==> src/rtl/sb_config_loader.sv <==
// Switch box configuration loader: assembles a word stream into a shadow
// register, validates it against a trailing XOR checksum, and only then
// commits it atomically to config_out.
module sb_config_loader #(
  parameter int unsigned CONFIG_WIDTH = 112,
  parameter int unsigned WORD_WIDTH   = 8
) (
  input  logic                    clock,
  input  logic                    nreset,
  input  logic                    start,
  input  logic                    abort,
  input  logic [WORD_WIDTH-1:0]   word_in,
  input  logic                    word_valid,
  output logic                    word_ready,
  output logic [CONFIG_WIDTH-1:0] config_out,
  output logic                    busy,
  output logic                    done,
  output logic                    error
);

  localparam int unsigned NUM_WORDS = CONFIG_WIDTH / WORD_WIDTH;
  localparam int unsigned CNT_W     = $clog2(NUM_WORDS);
  localparam logic [CNT_W-1:0] LAST_IDX = CNT_W'(NUM_WORDS - 1);

  typedef enum logic [1:0] {
    IDLE,
    LOAD,
    CHECK,
    COMMIT
  } state_t;

  state_t                  state;
  state_t                  state_next;
  logic [CONFIG_WIDTH-1:0] shadow;
  logic [CNT_W-1:0]        count;
  logic [WORD_WIDTH-1:0]   csum;
  logic                    xfer;
  logic                    take;
  logic                    load_go;

  assign xfer    = word_valid & word_ready;
  // An abort discards whatever word is presented in the same cycle.
  assign take    = xfer & ~abort;
  assign load_go = (state == IDLE) & start & ~abort;

  // State register
  always_ff @(posedge clock or negedge nreset) begin
    if (!nreset) state <= IDLE;
    else         state <= state_next;
  end

  // Next-state logic
  always_comb begin
    state_next = state;
    unique case (state)
      IDLE: begin
        if (start && !abort) state_next = LOAD;
      end
      LOAD: begin
        if (abort)                          state_next = IDLE;
        else if (xfer && count == LAST_IDX) state_next = CHECK;
      end
      CHECK: begin
        if (abort)     state_next = IDLE;
        else if (xfer) state_next = (word_in == csum) ? COMMIT : IDLE;
      end
      COMMIT: state_next = IDLE;
      default: state_next = IDLE;
    endcase
  end

  // Moore outputs decoded from the current state
  always_comb begin
    word_ready = (state == LOAD) || (state == CHECK);
    busy       = (state != IDLE);
  end

  // Datapath: shadow assembly, running checksum, commit and status flags
  always_ff @(posedge clock or negedge nreset) begin
    if (!nreset) begin
      shadow     <= '0;
      count      <= '0;
      csum       <= '0;
      config_out <= '0;
      done       <= 1'b0;
      error      <= 1'b0;
    end else begin
      done <= 1'b0;
      unique case (state)
        IDLE: begin
          if (load_go) begin
            count <= '0;
            csum  <= '0;
            error <= 1'b0;
          end
        end
        LOAD: begin
          if (take) begin
            for (int unsigned k = 0; k < NUM_WORDS; k++) begin
              if (count == CNT_W'(k)) shadow[k*WORD_WIDTH +: WORD_WIDTH] <= word_in;
            end
            csum  <= csum ^ word_in;
            count <= count + 1'b1;
          end
        end
        CHECK: begin
          if (take && (word_in != csum)) error <= 1'b1;
        end
        COMMIT: begin
          config_out <= shadow;
          done       <= 1'b1;
        end
        default: ;
      endcase
    end
  end

endmodule

==> config.mk <==
export PLATFORM = sky130hd
export DESIGN_NAME = sb_config_loader
export DESIGN_NICKNAME = d
export VERILOG_FILES = /design/src/rtl/sb_config_loader.sv
export SDC_FILE = /design/constraint.sdc
export NUM_CORES = 1
export LEC_CHECK = 0
export CAP_MARGIN = 20
export CORE_ASPECT_RATIO = 1.75
export CORE_MARGIN = 8
export CORE_UTILIZATION = 40
export DETAILED_ROUTE_END_ITERATION = 8
export GPL_ROUTABILITY_DRIVEN = 0
export SKIP_LAST_GASP = 1
export SYNTH_ARGS = -nofsm -noshare
export SYNTH_HDL_FRONTEND = slang
export SYNTH_SLANG_ARGS = --single-unit
==> constraint.sdc <==
create_clock -name clock -period 1.9 [get_ports clock]
set_input_delay 0.285 -clock clock [delete_from_list [all_inputs] [get_ports clock]]
set_output_delay 0.285 -clock clock [all_outputs]
set_load 0.02 [all_outputs]
-- Word-level counts from Yosys, hierarchy flattened
Index checks and enable logic that the tools add are counted.
- latch bits: 0
- memories kept: 0
- output and inout port bits: 116
- bits in read-only memories: 0
- input port bits: 13
- word-level logic and storage cells: 95
- flip-flop bits (word level): 240
- bits in writable memories: 0
- bitwise logic cells: 6
- equality and inequality tests: 24
- muxes and demuxes: 17
- $mul: 0
- reduce and logical (&&, ||, !) cells: 27
- divide/modulo/power cells: 0
- magnitude comparators: 0
- shift-type cells: 0
- $add $sub $neg: 1
- operator list (kind ; count):
    $reduce_and 3->1 ; 17
    $eq 4x4->1 const B ; 6
    $eq 4x3->1 const B ; 4
    $mux 8 ; 2
    $pmux 8 s2 ; 1
    $mux 2 ; 6
    $eq 4x2->1 const B ; 2
    $eq 8x8->1 ; 1
    $mux 4 ; 2
    $ne 8x8->1 ; 1
    $pmux 2 s4 ; 1
    $pmux 4 s2 ; 1
    $xor 8x8->8 ; 1
    $ne 3x3->1 const B ; 2
    $reduce_bool 2->1 ; 3
    $add 4x1->4 const B ; 1
    $and 1x1->1 ; 4
    $eq 2x2->1 const B ; 2
    $eq 4x1->1 const B ; 1
    $logic_not 4->1 ; 1
    $ne 2x1->1 const B ; 2
    $ne 2x2->1 const B ; 2
    $logic_and 1x1->1 ; 3
    $mux 1 ; 3
    6 further kinds ; 6

-- Logic depth before layout (Yosys ltp)
Gate-level depths: netlist of the first run.
- depth in word-level cells: 7
- mapped depth: 8
- depth with buffers taken out: 6

-- Least setup slack after synthesis of the first run
OpenSTA, ideal clock, no wires.
- path kind: flip-flop to flip-flop
- start: register state[0]
- end: register shadow[100]
- stages on the path, launching flop included: 9
- library setup time: 125 ps
- data arrival time: 1954 ps
- clock period less this slack: 2078 ps
- buffers on the path: 2
- required time: 1775 ps
- slack: -178 ps
- cells stage by stage: dfrtp_1 inv_1 ha_1 and4b_1 buf_6 and2_1 buf_6 nand3_4 mux2_2
- longest elaborated chain between the ends: 5
- elaborated cells between the ends (all ways): 6
- those cells by class: eq/ne (2); bitwise (2); reduce/logical (2)
- RTL lines (element ; line ; text):
    start: declaration ; 32 ; state_t state;
    start signal: assignment ; 49 ; else state <= state_next;
    $eq 2x1->1 or $eq 2x2->1 (tied branches) ; 74 ; word_ready = (state == LOAD) || (state == CHECK);
    $logic_or 1x1->1 * ; 74 ;
    named net word_ready ; 14 ; output logic word_ready,
    $and 1x1->1 * ; 41 ; assign xfer = word_valid & word_ready;
    $and 1x1->1 * ; 43 ; assign take = xfer & ~abort;
    $reduce_and 3->1 (no line) * ; -- ;
    end signal: indexed assignment ; 100 ; if (count == CNT_W'(k)) shadow[k*WORD_WIDTH +: WORD_WIDTH] <= word_in;
    end: declaration ; 34 ; logic [CONFIG_WIDTH-1:0] shadow;
Mark *: on every way through the listed nets, which the timed path passes. The rest lies on a longest branch.
A chain may end at the register's enable or synchronous reset.

-- Worst setup path in the final report of the first run
- start: register state[0]
- end: register csum[5]
- longest elaborated chain between the ends: 6
- elaborated cells between the ends (all ways): 13
- those cells by class: eq/ne (4); mux (1); bitwise (4); reduce/logical (4)
- RTL lines (element ; line ; text):
    $eq 2x1->1 or $eq 2x2->1 (tied branches) ; 74, 89 ;
    $logic_or 1x1->1 ; 74 ;
    $and 1x1->1 ; 41 ;
    $and 1x1->1 ; 43 ;
    $ne 2x2->1 (no line) ; -- ;
    $reduce_and 3->1 (no line) ; -- ;
    end signal: assignment ; 102 ; csum <= csum ^ word_in;
    end: declaration ; 36 ; logic [WORD_WIDTH-1:0] csum;
Several ways; a longest one is shown, not always the timed one.

==> results of run 1 <==
## stage by stage
| stage | utilization | worst slack (ns) | power (uW) | instance area [um2] |
|---|---|---|---|---|
| 2_1_floorplan | - | 0.009780 | 7638 | 9478 |
| 6_report | 0.5203 | 0.001041 | 12950 | 12140 |
| 3_3_place_gp | 0.4899 | -0.2723 | 8868 | 11430 |
| 3_5_place_dp | 0.4899 | -0.2934 | 8985 | 11430 |
| 4_1_cts | 0.5196 | -0.05425 | 13150 | 12120 |
| 5_1_grt | 0.5203 | -0.06359 | 13600 | 12140 |
## cells in the final DEF (no fill, tap or decap), types with 2 or more instances in the layout
master	n
mux2_2	223
a21oi_1	2
and2_4	3
a2bb2oi_1	2
ha_1	6
clkdlybuf4s50_1	125
nor4_1	2
xor2_1	9
a21o_1	8
o21ai_0	9
inv_2	2
o22ai_1	2
clkbuf_1	8
nand3_4	5
clkbuf_8	2
nand3_1	3
buf_2	2
nor2b_1	4
o21ai_1	2
buf_4	31
clkinv_2	3
nand2_1	2
nor2_1	5
nand2b_1	2
buf_12	9
ha_4	2
nor3b_1	7
nand2_4	8
clkbuf_16	23
dfrtp_1	240
inv_1	5
## logic make-up after synthesis
group                      Yosys count  share of synthesized area
DFF                                240                     0.6345
muxes                              225                     0.2679
and+or+nand+nor                     46                    0.03662
buffers and inverters               35                    0.01824
AOI/OAI and AO/OA                   31                    0.02155
xor gates and xnor gates            10                   0.009254
adders and majority gates            9                    0.01190
## worst max-delay path, cell delays in order (launching register included)
cell and delay, ns:
dfrtp_1 0.40, buf_4 0.14, ha_2 0.19, and4b_2 0.27, buf_4 0.19, o21ai_1 0.10, buf_6 0.19, o21ai_0 0.11
a21o_1 0.20
## state kept, by name (all words and copies together) (netlist names)
name        flops
done            1
count           4
state           2
config_out    112
error           1
csum            8
shadow        112
## worst paths after layout
path / start / end / slack [ns] / cells past startpoint
max: state[0] / csum[5] / 0.001 / 8
min: nreset / config_out[83] / 0.32 / 2
max reg2reg: state[0] / csum[5] / 0.001 / 8
min reg2reg: shadow[37] / config_out[37] / 0.49 / 1
max in group asynchronous: nreset / shadow[110] / 0.88 / 3
min in group clock: shadow[37] / config_out[37] / 0.49 / 1
## routing by layer
metal  GRT usage  part of all wire
met1      0.1626              0.36
met2      0.3071              0.57
met3     0.02987             0.043
met4     0.04907             0.023
met5           0                 0
## cell usage after synthesis (4+ instances only)
cell type  instances
dfrtp_1          240
mux2_2           223
clkbuf_1          11
o21ai_0           10
buf_2              9
ha_1               9
xor2_1             9
a21o_1             8
nor3b_1            8
inv_1              7
nand2_4            6
nor2_1             5
nor2b_1            4
## layout make-up
type                       count  area [um2]
multi-input combinational    321        3361
clock inverter                 4       22.52
inverter                       7       26.28
fill                        2031       11190
tap                          304       380.4
timing repair buffer         170        1710
clock buffer                  33       633.1
sequential                   240        6006
## power by group through the flow
stage	Sequential [uW]	Combinational, uW	Clock, uW
after global placement	6120	2750	0
after detailed placement	6150	2830	0
after global routing	6120	3040	4440
after CTS	6060	2860	4230
final	6050	2800	4090
after floorplan	6280	1360	0
## what timing repair did
item | in CTS | in global routing
endpoints found under the setup margin | 122 | 87
hold endpoints to repair | 55 | 0
pin swaps | 1 | 2
setup buffers | 0 | 0
hold buffers | 1 | 0
gates cloned | 0 | 0
resized for setup | 17 | 9
==> flow_metrics.py, run 1 <==
metrics = {
    "run_status": {
        "status": "finished, final reports clean",
    },
    "timing": {
        "min_period_ns": 1.899,
        "final.setup_skew_ns": 0.008189,
        "fin_setup_tns_ns": 0,
        "finalHoldViolCount": 0,
        "tightest_slew_ns": 0.6231,
        "finalCritPeriodShare": 0.9995,
        "finalSetupViolCount": 0,
        "grt_setup_unrepaired": "yes",
        "slew_violations": 0,
        "max_freq_mhz": 526.6,
        "whs_ns": 0.3216,
        "relSlewSlack": 0.5808,
    },
    "global_route": {
        "track_usage": 0.1563,
        "antenna_found_initial": 0,
        "grt_pass1_wl_um": 35580,
        "grt_pass1_vias": 6087,
        "grt_max_degree": 64,
        "grt_overflow": 0,
    },
    "pwr": {
        "p_seq_frac": 0.467,
        "pwr-share-clk": 0.316,
        "peakVddDrop_uv": 590.1,
        "p_comb_frac": 0.217,
        "p_sw_frac": 0.2766,
        "power_switching_uw": 3581,
        "static-leakage-power_uw": 0.005981,
        "p_int_uw": 9365,
        "powerDensity_mw_per_mm2": 1066,
    },
    "synthesis": {
        "synth_edf_count": 0,
        "ys_ff_latch": 240,
        "ys_seq_area_frac": 0.6345,
        "postSynthNetCount": 618,
        "ys.flop_type": "dfrtp_1",
        "synth.distinct_cells": 41,
        "synth_top_area_cell": "dfrtp_1",
        "synthTopCellsByArea": "dfrtp_1, mux2_2, ha_1",
        "synthCells": 596,
        "avgSynthCellArea_um2": 15.88,
        "synth-warning-count": 0,
        "synth_top_area_frac": 0.6345,
        "synth_area_mm2": 0.009465,
        "async_reset_ff_frac": 1.000,
    },
    "clock_network": {
        "cts.clk_slew.worst_paths_ns": 0.06,
        "cts_sinks": 240,
        "htreeDepth": 1,
        "cts-root-buf": "clkbuf_16",
        "clock_latency_ns": 0.50,
        "clk_path_buf_depth": 3,
        "numCtsBuffers": 22,
        "cts_tree": "done",
    },
    "floorplan": {
        "core-area_mm2": 0.02333,
        "core.rowCount": 74,
        "die_height_um": 219.5,
        "initial_core_util": 0.4057,
        "die-area_mm2": 0.02904,
        "ioPinCount": 129,
        "die-width_um": 132.3,
    },
    "run": {
        "drv_cap": 0,
    },
    "critical_path": {
        "start_kind": "flop",
        "crit_required_ns": 2.29,
        "path_max_fanout": 17,
        "worstSetupPathType": "reg -> reg",
        "cp.arrival_ns": 2.29,
        "endpoint_kind": "flop",
    },
    "route": {
        "finalWirelength_um": 22320,
        "vias_per_cell": 5.003,
        "drc": 0,
        "avgRoutedWirePerCell_um": 20.69,
        "firstDrtPassIters": 4,
        "postRouteAntennaNets": 0,
        "drt_iter0_markers": 198,
        "routed-via-count": 5398,
    },
    "cells_and_area": {
        "final_cell_count_no_fill": 1079,
        "drive_gt1_frac": 0.4142,
        "nets": 784,
        "n_antenna_cell": 0,
        "syn_to_final_growth_pct": 28.25,
    },
    "placement": {
        "dp.cells": 1041,
        "dpl.hpwl_um": 15580,
        "io_buffers": 128,
    },
    "hold_path": {
        "hold_path.class": "in -> async",
    },
}
Note: power is estimated with default switching activity, not from simulation.
==> inputs of run 2 (changes only) <==
CORE_ASPECT_RATIO = 0.75   (was 1.75)
==> flow_metrics.py, run 2 (synthesis results as in run 1) <==
metrics = {
    "run_status": {
        "status": "finished, final reports clean",
    },
    "critical_path": {
        "regToRegStartpoint": "state[0]",
        "worstSetupPathType": "reg -> reg",
        "start_kind": "flop",
        "reg2reg_slack_ns": 0.007,
        "cp_slowest_cell": "dfrtp_1",
        "path_max_fanout": 8,
        "endpoint_kind": "flop",
        "cp_num_cells": 6,
        "max_stage_delay_ns": 0.39,
        "path_delay_family": "simple AND/OR/NAND/NOR gates",
        "crit_path_end": "shadow[87]",
        "crit_required_ns": 2.28,
        "cp.arrival_ns": 2.28,
        "critPathBufInv": 2,
        "crit_chain": "inv_2 -> ha_4 -> and4b_2 -> buf_4 -> nand3_2 -> mux2_2",
        "r2r_end": "shadow[87]",
        "reg2reg_depth": 6,
        "critical_path.startpoint": "state[0]",
    },
    "placement": {
        "preCtsSetupSlack_ns": -0.1868,
        "dpl.hpwl_um": 14660,
        "dpl_cell_area_mm2": 0.01137,
        "io_buffers": 128,
    },
    "route": {
        "postRouteAntennaNets": 0,
        "finalWirelength_um": 21790,
        "drt_iter0_markers": 217,
        "vias_per_cell": 5.004,
        "drc": 0,
        "routed-via-count": 5404,
        "firstDrtPassIters": 4,
        "avgRoutedWirePerCell_um": 20.18,
    },
    "pwr": {
        "total_power_uw": 13510,
        "peakVddDrop_uv": 1086,
        "p_seq_frac": 0.447,
        "pwr-share-clk": 0.347,
        "powerDensity_mw_per_mm2": 1101,
        "p_sw_frac": 0.2736,
        "power_switching_uw": 3697,
        "p_int_uw": 9813,
        "p_comb_frac": 0.206,
        "static-leakage-power_uw": 0.006023,
    },
    "timing": {
        "finalSetupViolCount": 0,
        "finalHoldViolCount": 0,
        "relSlewSlack": 0.5817,
        "grt_setup_unrepaired": "yes",
        "max_freq_mhz": 528.1,
        "tightest_slew_ns": 0.6246,
        "slew_violations": 0,
        "finalCritPeriodShare": 0.9965,
        "final.setup_skew_ns": 0.009587,
        "worst_slack_ns": 0.006556,
        "min_period_ns": 1.893,
    },
    "global_route": {
        "grt_max_degree": 72,
        "grt_pass1_vias": 6126,
        "track_usage": 0.1508,
        "grt_overflow": 0,
        "antenna_found_initial": 0,
        "grt_pass1_wl_um": 35110,
    },
    "clock_network": {
        "cts_tree": "done",
        "cts_sinks": 240,
        "clock_latency_ns": 0.51,
        "numCtsBuffers": 25,
        "cts-root-buf": "clkbuf_16",
        "htreeDepth": 1,
        "cts.clk_slew.worst_paths_ns": 0.06,
        "clk_path_buf_depth": 3,
    },
    "cells_and_area": {
        "final_cell_mix": "dfrtp_1, mux2_2, clkdlybuf4s50_1",
        "final_area_mm2": 0.01228,
        "top_regs": "config_out: 112 flops, shadow: 112 flops, csum: 8 flops",
        "syn_to_final_growth_pct": 29.69,
        "final_common_cell": "dfrtp_1",
        "fillers": 1922,
        "n_antenna_cell": 0,
        "multi_input_area_mm2": 0.003406,
        "drive_gt1_frac": 0.4244,
        "regArea_mm2": 0.006006,
        "nets": 785,
    },
    "hold_path": {
        "hold_path.class": "in -> async",
    },
    "floorplan": {
        "die-width_um": 193.6,
        "initial_core_util": 0.4094,
        "die_height_um": 149.2,
        "die-area_mm2": 0.02889,
        "ioPinCount": 129,
        "core-area_mm2": 0.02312,
        "core.rowCount": 48,
    },
    "run": {
        "drv_cap": 0,
    },
}
==> run 2: worst min path at each step <==
stage                     endpoint  slack [ns]  cells after the start
floorplan            config_out[0]       -0.01                      0
global placement    config_out[30]        0.28                      1
detailed placement  config_out[29]        0.30                      1
CTS                 config_out[29]        0.35                      2
global route            shadow[24]        0.40                      2
finish                  shadow[27]        0.35                      2
==> run 2: area by class of cell <==
type                    instances  area share
clock buffers                  35     0.05810
clock inverters                 9    0.006829
inverters                       7    0.002140
multi-input cells             321      0.2774
flip-flops and latches        240      0.4892
well taps                     300     0.03058
repair buffers                168      0.1357
==> run 2: layer usage <==
layer  global-route usage  part of all wire  wire [um]
met1               0.2025              0.47      10130
met2               0.2463              0.46       9965
met3              0.03629             0.059       1275
met4              0.03301             0.019        418
met5                    0                 0          0
==> run 2: power groups by stage <==
stage / sequential (uW) / combinational [uW] / clock, uW
final: 6040 / 2790 / 4680
after floorplan: 6280 / 1360 / 0
after global routing: 6110 / 3040 / 5020
after global placement: 6100 / 2740 / 0
after detailed placement: 6120 / 2790 / 0
after CTS: 6040 / 2800 / 4820
==> run 2: through the flow <==
stage / hold WS, ns / std cells / setup TNS [ns] / util
final: 0.3451 / 1080 / 0 / 0.5309
after CTS: 0.3541 / 1080 / -0.005816 / 0.5277
after floorplan: -0.01059 / 596 / 0 / -
after detailed placement: 0.3012 / 1035 / -15.28 / 0.4919
after global routing: 0.3953 / 1080 / -2.221 / 0.5309
after global placement: 0.2798 / 1035 / -14.48 / 0.4919
==> run 2: timing repair <==
item,4_1_cts,5_1_grt
resized for setup,19,14
pin swaps,0,1
setup buffers,0,0
hold endpoints to repair,65,0
hold buffers,1,0
cloned,0,0
endpoints found under the setup margin,77,110
